$ cat config.mk
export PLATFORM = sky130hd
export DESIGN_NAME = ob_rsp_serializer
export DESIGN_NICKNAME = d
export VERILOG_FILES = /design/src/rtl/ob_rsp_serializer.sv
export SDC_FILE = /design/constraint.sdc
export NUM_CORES = 1
export LEC_CHECK = 0
export ABC_AREA = 1
export CORE_ASPECT_RATIO = 1.5
export CORE_MARGIN = 2
export CORE_UTILIZATION = 56
export CTS_BUF_LIST = sky130_fd_sc_hd__clkbuf_4
export DETAILED_ROUTE_END_ITERATION = 8
export PLACE_DENSITY = 0.85
export SYNTH_ARGS = -nofsm -noshare
export SYNTH_HDL_FRONTEND = slang
export SYNTH_SLANG_ARGS = --single-unit
$ cat constraint.sdc
create_clock -name clk -period 5.4 [get_ports clk]
set_clock_uncertainty 0.15 [all_clocks]
set_input_delay 0.81 -clock clk [delete_from_list [all_inputs] [get_ports clk]]
set_output_delay 0.81 -clock clk [all_outputs]
set_load 0.01 [all_outputs]
$ cat src/rtl/ob_rsp_serializer.sv
// Egress serializer for order-book responses: a small response FIFO feeding a
// byte-wide framer that emits 15-byte frames, MSB first.
//
// state | meaning
// IDLE  | no frame in flight; loads the FIFO head as soon as one is present
// SEND  | presenting shreg[119:112] as frame byte idx; reloads at idx 14
module ob_rsp_serializer #(
  parameter int RSP_FIFO_N = 4
) (
  input  logic         clk,
  input  logic         rst_n,
  input  logic         rsp_vld,
  input  logic [114:0] rsp,
  output logic         rsp_rdy,
  output logic         out_vld,
  output logic [7:0]   out_dat,
  output logic         out_sop,
  output logic         out_eop,
  input  logic         out_rdy,
  output logic         busy
);

  localparam int FRAME_BYTES = 15;
  localparam int RSP_W       = 115;
  localparam int SHREG_W     = 8 * FRAME_BYTES;
  localparam int PW          = $clog2(RSP_FIFO_N);
  localparam int CW          = PW + 1;
  localparam logic [3:0]    LAST_IDX = 4'(FRAME_BYTES - 1);
  localparam logic [CW-1:0] OCC_FULL = CW'(RSP_FIFO_N);

  typedef enum logic {
    IDLE = 1'b0,
    SEND = 1'b1
  } state_t;

  state_t state, state_nxt;

  logic [1:0]         rst_sync;
  logic               rst_int_n;
  logic [RSP_W-1:0]   fifo_mem [RSP_FIFO_N];
  logic [PW-1:0]      wr_ptr;
  logic [PW-1:0]      rd_ptr;
  logic [CW-1:0]      occ;
  logic               fifo_full;
  logic               fifo_empty;
  logic               push;
  logic               pop;
  logic               load;
  logic               shift;
  logic [RSP_W-1:0]   head;
  logic [SHREG_W-1:0] shreg;
  logic [3:0]         idx;

  // Assert asynchronously, release on a clock edge so no flop sees a runt deassert.
  always_ff @(posedge clk or negedge rst_n) begin
    if (!rst_n) begin
      rst_sync <= 2'b00;
    end else begin
      rst_sync <= {rst_sync[0], 1'b1};
    end
  end

  assign rst_int_n = rst_sync[1];

  assign fifo_full  = (occ == OCC_FULL);
  assign fifo_empty = (occ == '0);
  assign push       = rsp_vld & ~fifo_full;
  assign head       = fifo_mem[rd_ptr];

  always_ff @(posedge clk) begin
    if (push) begin
      fifo_mem[wr_ptr] <= rsp;
    end
  end

  always_ff @(posedge clk or negedge rst_int_n) begin
    if (!rst_int_n) begin
      wr_ptr <= '0;
      rd_ptr <= '0;
      occ    <= '0;
    end else begin
      if (push) begin
        wr_ptr <= wr_ptr + 1'b1;
      end
      if (pop) begin
        rd_ptr <= rd_ptr + 1'b1;
      end
      if (push && !pop) begin
        occ <= occ + 1'b1;
      end else if (!push && pop) begin
        occ <= occ - 1'b1;
      end
    end
  end

  always_ff @(posedge clk or negedge rst_int_n) begin
    if (!rst_int_n) begin
      state <= IDLE;
    end else begin
      state <= state_nxt;
    end
  end

  always_comb begin
    state_nxt = state;
    pop       = 1'b0;
    load      = 1'b0;
    shift     = 1'b0;
    case (state)
      IDLE: begin
        if (!fifo_empty) begin
          pop       = 1'b1;
          load      = 1'b1;
          state_nxt = SEND;
        end
      end
      SEND: begin
        if (out_rdy) begin
          if (idx != LAST_IDX) begin
            shift = 1'b1;
          end else if (!fifo_empty) begin
            // Reload on the last byte so consecutive frames have no bubble.
            pop  = 1'b1;
            load = 1'b1;
          end else begin
            state_nxt = IDLE;
          end
        end
      end
      default: state_nxt = IDLE;
    endcase
  end

  // Frame order is {pad, status, uid, result}; the input word is {uid, status, result}.
  always_ff @(posedge clk or negedge rst_int_n) begin
    if (!rst_int_n) begin
      shreg <= '0;
      idx   <= '0;
    end else if (load) begin
      shreg <= {5'b00000, head[82:80], head[114:83], head[79:0]};
      idx   <= '0;
    end else if (shift) begin
      shreg <= {shreg[SHREG_W-9:0], 8'h00};
      idx   <= idx + 1'b1;
    end
  end

  assign out_vld = (state == SEND);
  assign out_dat = out_vld ? shreg[SHREG_W-1 -: 8] : 8'h00;
  assign out_sop = out_vld & (idx == 4'd0);
  assign out_eop = out_vld & (idx == LAST_IDX);
  assign rsp_rdy = ~fifo_full;
  assign busy    = ~fifo_empty | out_vld;

endmodule

# [Word level (Yosys, flattened, before mapping)]
# Memory sizes are Yosys's and may differ from the RTL's.
# Index checks and enable logic that the tools add are counted.
[totals] reg_bits=134 latch_bits=0 mem_bits_rw=460 romBits=0 in_bits=119 out_inout_bits=13 elab_cells=50 n_memories=1
[mem_list] name="fifo_mem" words=4 width=115 rd=1 rd_ports_with_merged_regs=0 write_ports=1 line="40" rtl="logic [RSP_W-1:0] fifo_mem [RSP_FIFO_N];"
[op_classes] addsub=5 n_mul=0 n_div=0 order_cmp=0 eq_ne=3 n_shift=0 mux=19 bitwise_logic=7 n_reduce_logical=8
[op_table] op="$mux W120" count=2
[op_table] op="$mux W1" count=10
[op_table] op="$mux W4" count=2
[op_table] op="$mux W8" count=1
[op_table] op="$mux W3" count=2
[op_table] op="$add A2 B1 Y2 const B" count=2
[op_table] op="$add A4 B1 Y4 const B" count=1
[op_table] op="$eq A4 B4 Y1 const B" count=1
[op_table] op="$logic_not A4 Y1" count=1
[op_table] op="$ne A4 B4 Y1 const B" count=1
[op_table] op="$pmux W1 S2" count=2
[op_table] op="$reduce_bool A2 Y1" count=2
[op_table] op="$add A3 B1 Y3 const B" count=1
[op_table] op="$and A1 B1 Y1" count=3
[op_table] op="$eq A3 B3 Y1 const B" count=1
[op_table] op="$logic_not A3 Y1" count=1
[op_table] op="$not A1 Y1" count=3
[op_table] op="$sub A3 B1 Y3 const B" count=1
[op_table] op="$logic_and A1 B1 Y1" count=2
[op_table] op="$logic_not A1 Y1" count=2
[op_table] op="$or A1 B1 Y1" count=1

# [Depth between registers and ports, before layout]
[logic_depth] word_depth=8 depth_mapped=13 depth_no_buf=11

# [Least setup slack after synthesis]
# No wires, ideal clock.
[synth_timing] path_kind="input to register" startpoint="in rsp_vld" endpoint="mem fifo_mem[0][0] (enable)" setup_ns=0.591 t_arrival_ns=5.735 required_ns=4.659 setup_slack_ns=-1.076 stages=2 path_buffers=0 cell_sequence="nand2_1 nor2_1"
[synth_between] elab_chain_len=3
[synth_rtl] item="from (decl)" line="12" rtl="input logic rsp_vld,"
[synth_rtl] item="$and A1 B1 Y1" line="67" rtl="assign push = rsp_vld & ~fifo_full;"
[synth_rtl] item="$mux W1" line="71" rtl="if (push) begin"
[synth_rtl] item="$mux W1 (implied by the code)" line="72" rtl="fifo_mem[wr_ptr] <= rsp;"
[synth_rtl] item="to (decl)" line="40"
# Every way passes these cells.

# [Worst setup path in the final report]
[layout_timing] startpoint="reg occ[0]" endpoint="out busy"
[layout_between] elab_chain_len=3
[layout_rtl] item="from (decl)" line="43" rtl="logic [CW-1:0] occ;"
[layout_rtl] item="from (signal assigned)" line="89" rtl="occ <= occ + 1'b1;"
[layout_rtl] item="from (signal assigned)" line="91" rtl="occ <= occ - 1'b1;"
[layout_rtl] item="$logic_not A3 Y1" line="66" rtl="assign fifo_empty = (occ == '0);"
[layout_rtl] item="$not A1 Y1" line="153" rtl="assign busy = ~fifo_empty | out_vld;"
[layout_rtl] item="$or A1 B1 Y1" line="153"
[layout_rtl] item="to (decl)" line="20" rtl="output logic busy"
# Every way passes these cells.

==> run summary <==
Final Cycle Share -> 0.670
Post-synthesis simple-gate area fraction -> 0.258
Die width -> 175 um
# port buffers -> 131
Most frequent CP cell -> inv_1
Vias per cell -> 5.60
Register-to-Register Path Depth -> 8
Core area -> 43600 um2
Utilization after layout -> 0.643
Worst setup EP type -> primary output
Highest clock rate -> 0.276 GHz
Layout cells sized above 1 -> 0.0992
Die Area -> 45700 um2
Static Leak -> 0.0119 uW
Max VDD drop -> 313 uV
Post-synth ARST share -> 0.226
Final WL -> 56.5 mm
Rows -> 94
Cell family with most CP delay -> buffers and inverters
Worst reg2reg setup slack -> 2.28 ns
Final #Nets -> 2594
PwrDens -> 503 nW/um2
CP arrival -> 2.66 ns
Pre-antenna DRT Iters -> 6
Reg-to-Reg Start -> out_vld
ANT nets after route -> 0
Post-Synth Adder-Cell Area -> 0.00488
Initial antenna violation count -> 1
Clk_lat worst skew -> 0.85 ns
Layout area overhead -> 14.0%
Max-Cap Viols -> 0
Largest family of logic cells by synthesized area -> simple AND/OR/NAND/NOR gates
Post-DP Area -> 26200 um2
1st-iter DRT viols -> 1417
Crit path kind -> flop to primary output
Register clock-pin slew on the reported worst setup and hold paths -> 0.07 ns
Post-CTS setup buffer count -> 0
YS warnings -> 0
Worst hold path type -> flop to asynchronous set/reset pin
Cts bufs inserted -> 132
Buffers & Inverters on Critical Path -> 3
Fillers -> 3198
Fin. max-slew vios -> 0
Worst-Margin Slew -> 1.19 ns
Root Buffer -> clkbuf_4
Finished Cell Area -> 28100 um2
Synthesis-stage register bit count -> 594
EDFF count, synth -> 460
Clock Sinks -> 594
CP max stage delay -> 0.48 ns
R2R Path End -> shreg[29]
Die Y -> 261 um
CP Data Required Time -> 4.44 ns
Vias in the first global route -> 17700
Complex-gate fraction of the synthesized area -> 0.00142
Cell count after synthesis -> 2329
Ys flop type -> edfxtp_1
Cell chain of the critical path -> inv_1 -> nand3_4 -> inv_1 -> nand2_1 -> clkdlybuf4s50_1
Final min period -> 3.62 ns
Total negative slack -> 0 ns
Final setup fails -> 0
H-tree Lvls -> 4
Vias -> 17600
Residual DRC -> 0
GRT Residual Overflow -> 0
Yosys cell types -> 24
Final Power -> 14100 uW
Syn nets -> 2457
Starting Density -> 0.564
First-pass GRT wire length -> 89.1 mm
Synth Cell Area -> 24600 um2
RSZ-0062 raised after global routing -> no
Mux share of post-synthesis cell area -> 0
Synth Area in XOR/XNOR -> 0.00178
Avg WL per Cell -> 18.0 um
Register area share after synthesis -> 0.697
Status -> finished, final reports clean
Crit Path Max Fanout -> 42
CP max-delay cell -> clkdlybuf4s50_1
Crit path depth -> 5
Post-cts resize count -> 0
Clk buf depth -> 3
RePlAce Congestion -> 0.797
Sequential cell area -> 17200 um2
Top Ports -> 132
Max-slew headroom -> 0.210
Post-synthesis average cell area -> 10.6 um2
Final hold violations -> 0
Overall routing resource usage -> 0.250
HPWL after DPL -> 32.3 mm
TritonCTS clock tree -> built
CP Launch Type -> flop
Largest net degree at the start of global routing -> 237
Multi-input logic area -> 6610 um2
where the power goes:
part | switching [uW] | internal, uW | leakage (uW)
Sequential | 510 | 6060 | 0.00598
Combinational | 2690 | 1130 | 0.00487
Clock | 1700 | 2020 | 0.00109
Total | 4900 | 9210 | 0.0119
kinds of logic (layout without fill, tap and decap cells):
kind of cell	count (synthesis)	in the layout
flops	594	594
buf+inv	186	427
other cells	1	2
fa+ha+maj	9	9
compound gates	7	7
simple gates	1527	1527
xor+xnor	5	5
synth_stat cells (5+ instances only):
library cell,instances,area share
nand3_1,460,0.094
buf_4,5,0.0015
clkbuf_1,38,0.0058
edfxtp_1,460,0.56
nor2_1,7,0.0011
buf_1,14,0.0021
buf_6,12,0.0055
nand4_1,10,0.0025
nand2_1,1046,0.16
inv_1,31,0.0047
dfrtp_1,134,0.14
ha_1,8,0.0041
buf_2,83,0.017
area by class of cell:
cell class / count / share of cell area
Antenna cell: 1 / 0.0000892
Clock buffer: 197 / 0.0527
Tap cell: 576 / 0.0257
Multi-Input combinational cell: 1549 / 0.235
Inverter: 34 / 0.00490
Timing Repair Buffer: 155 / 0.0563
Clock inverter: 41 / 0.0129
Sequential cell: 594 / 0.612
cell usage in the layout, fill, tap and decap left out, types with 8 or more instances in the layout:
cell and n:
inv_1 31, nand2_1 1045, buf_4 16, clkinv_1 20, ha_1 8, clkdlybuf4s50_1 131
dfrtp_1 131, clkbuf_4 197, nand3_1 459, nand4_1 10, edfxtp_1 460
worst reg2reg max path: cells and delay by family, from the launching register on:
kind	cells	cell delay, ns
buffers and inverters	2	1.15
DFF	1	0.73
and+or+nand+nor	6	1.02
flip-flops by register name, summed over array words and instances, names as in the netlist:
signal and flops:
fifo_mem 460, shreg 120, idx 4, occ 3, rd_ptr 2, rst_sync 2, wr_ptr 2, out_vld 1
worst max-delay path by stage:
stage,startpoint,to
detailed placement,out_rdy,shreg[71]
global placement,rsp_vld,fifo_mem[2][57]
floorplan,rsp_vld,fifo_mem[0][0]
global route,occ[0],busy
finish,occ[0],busy
CTS,occ[0],busy
routing by layer:
metal	track usage	vias up	part of all wire
met5	0	-	0
met4	0.135	0	0.041
met3	0.0411	166	0.065
met2	0.455	773	0.54
met1	0.279	8484	0.35
li1	-	8215	-
what timing repair did:
| action | 4_1_cts | 5_1_grt |
|---|---|---|
| endpoints found under the hold margin | 2 | 0 |
| setup endpoints to repair | 0 | 0 |
| hold buffers | 1 | 0 |
through the flow:
step	instances	worst slack (ns)	hold slack, ns
2_1_floorplan	2329	-1.08	0.181
3_3_place_gp	2907	1.97	0.182
3_5_place_dp	2907	1.93	0.179
4_1_cts	3146	1.76	0.189
5_1_grt	3147	1.65	0.206
6_report	3147	1.78	0.163
Note: power is estimated with default switching activity, not from simulation.
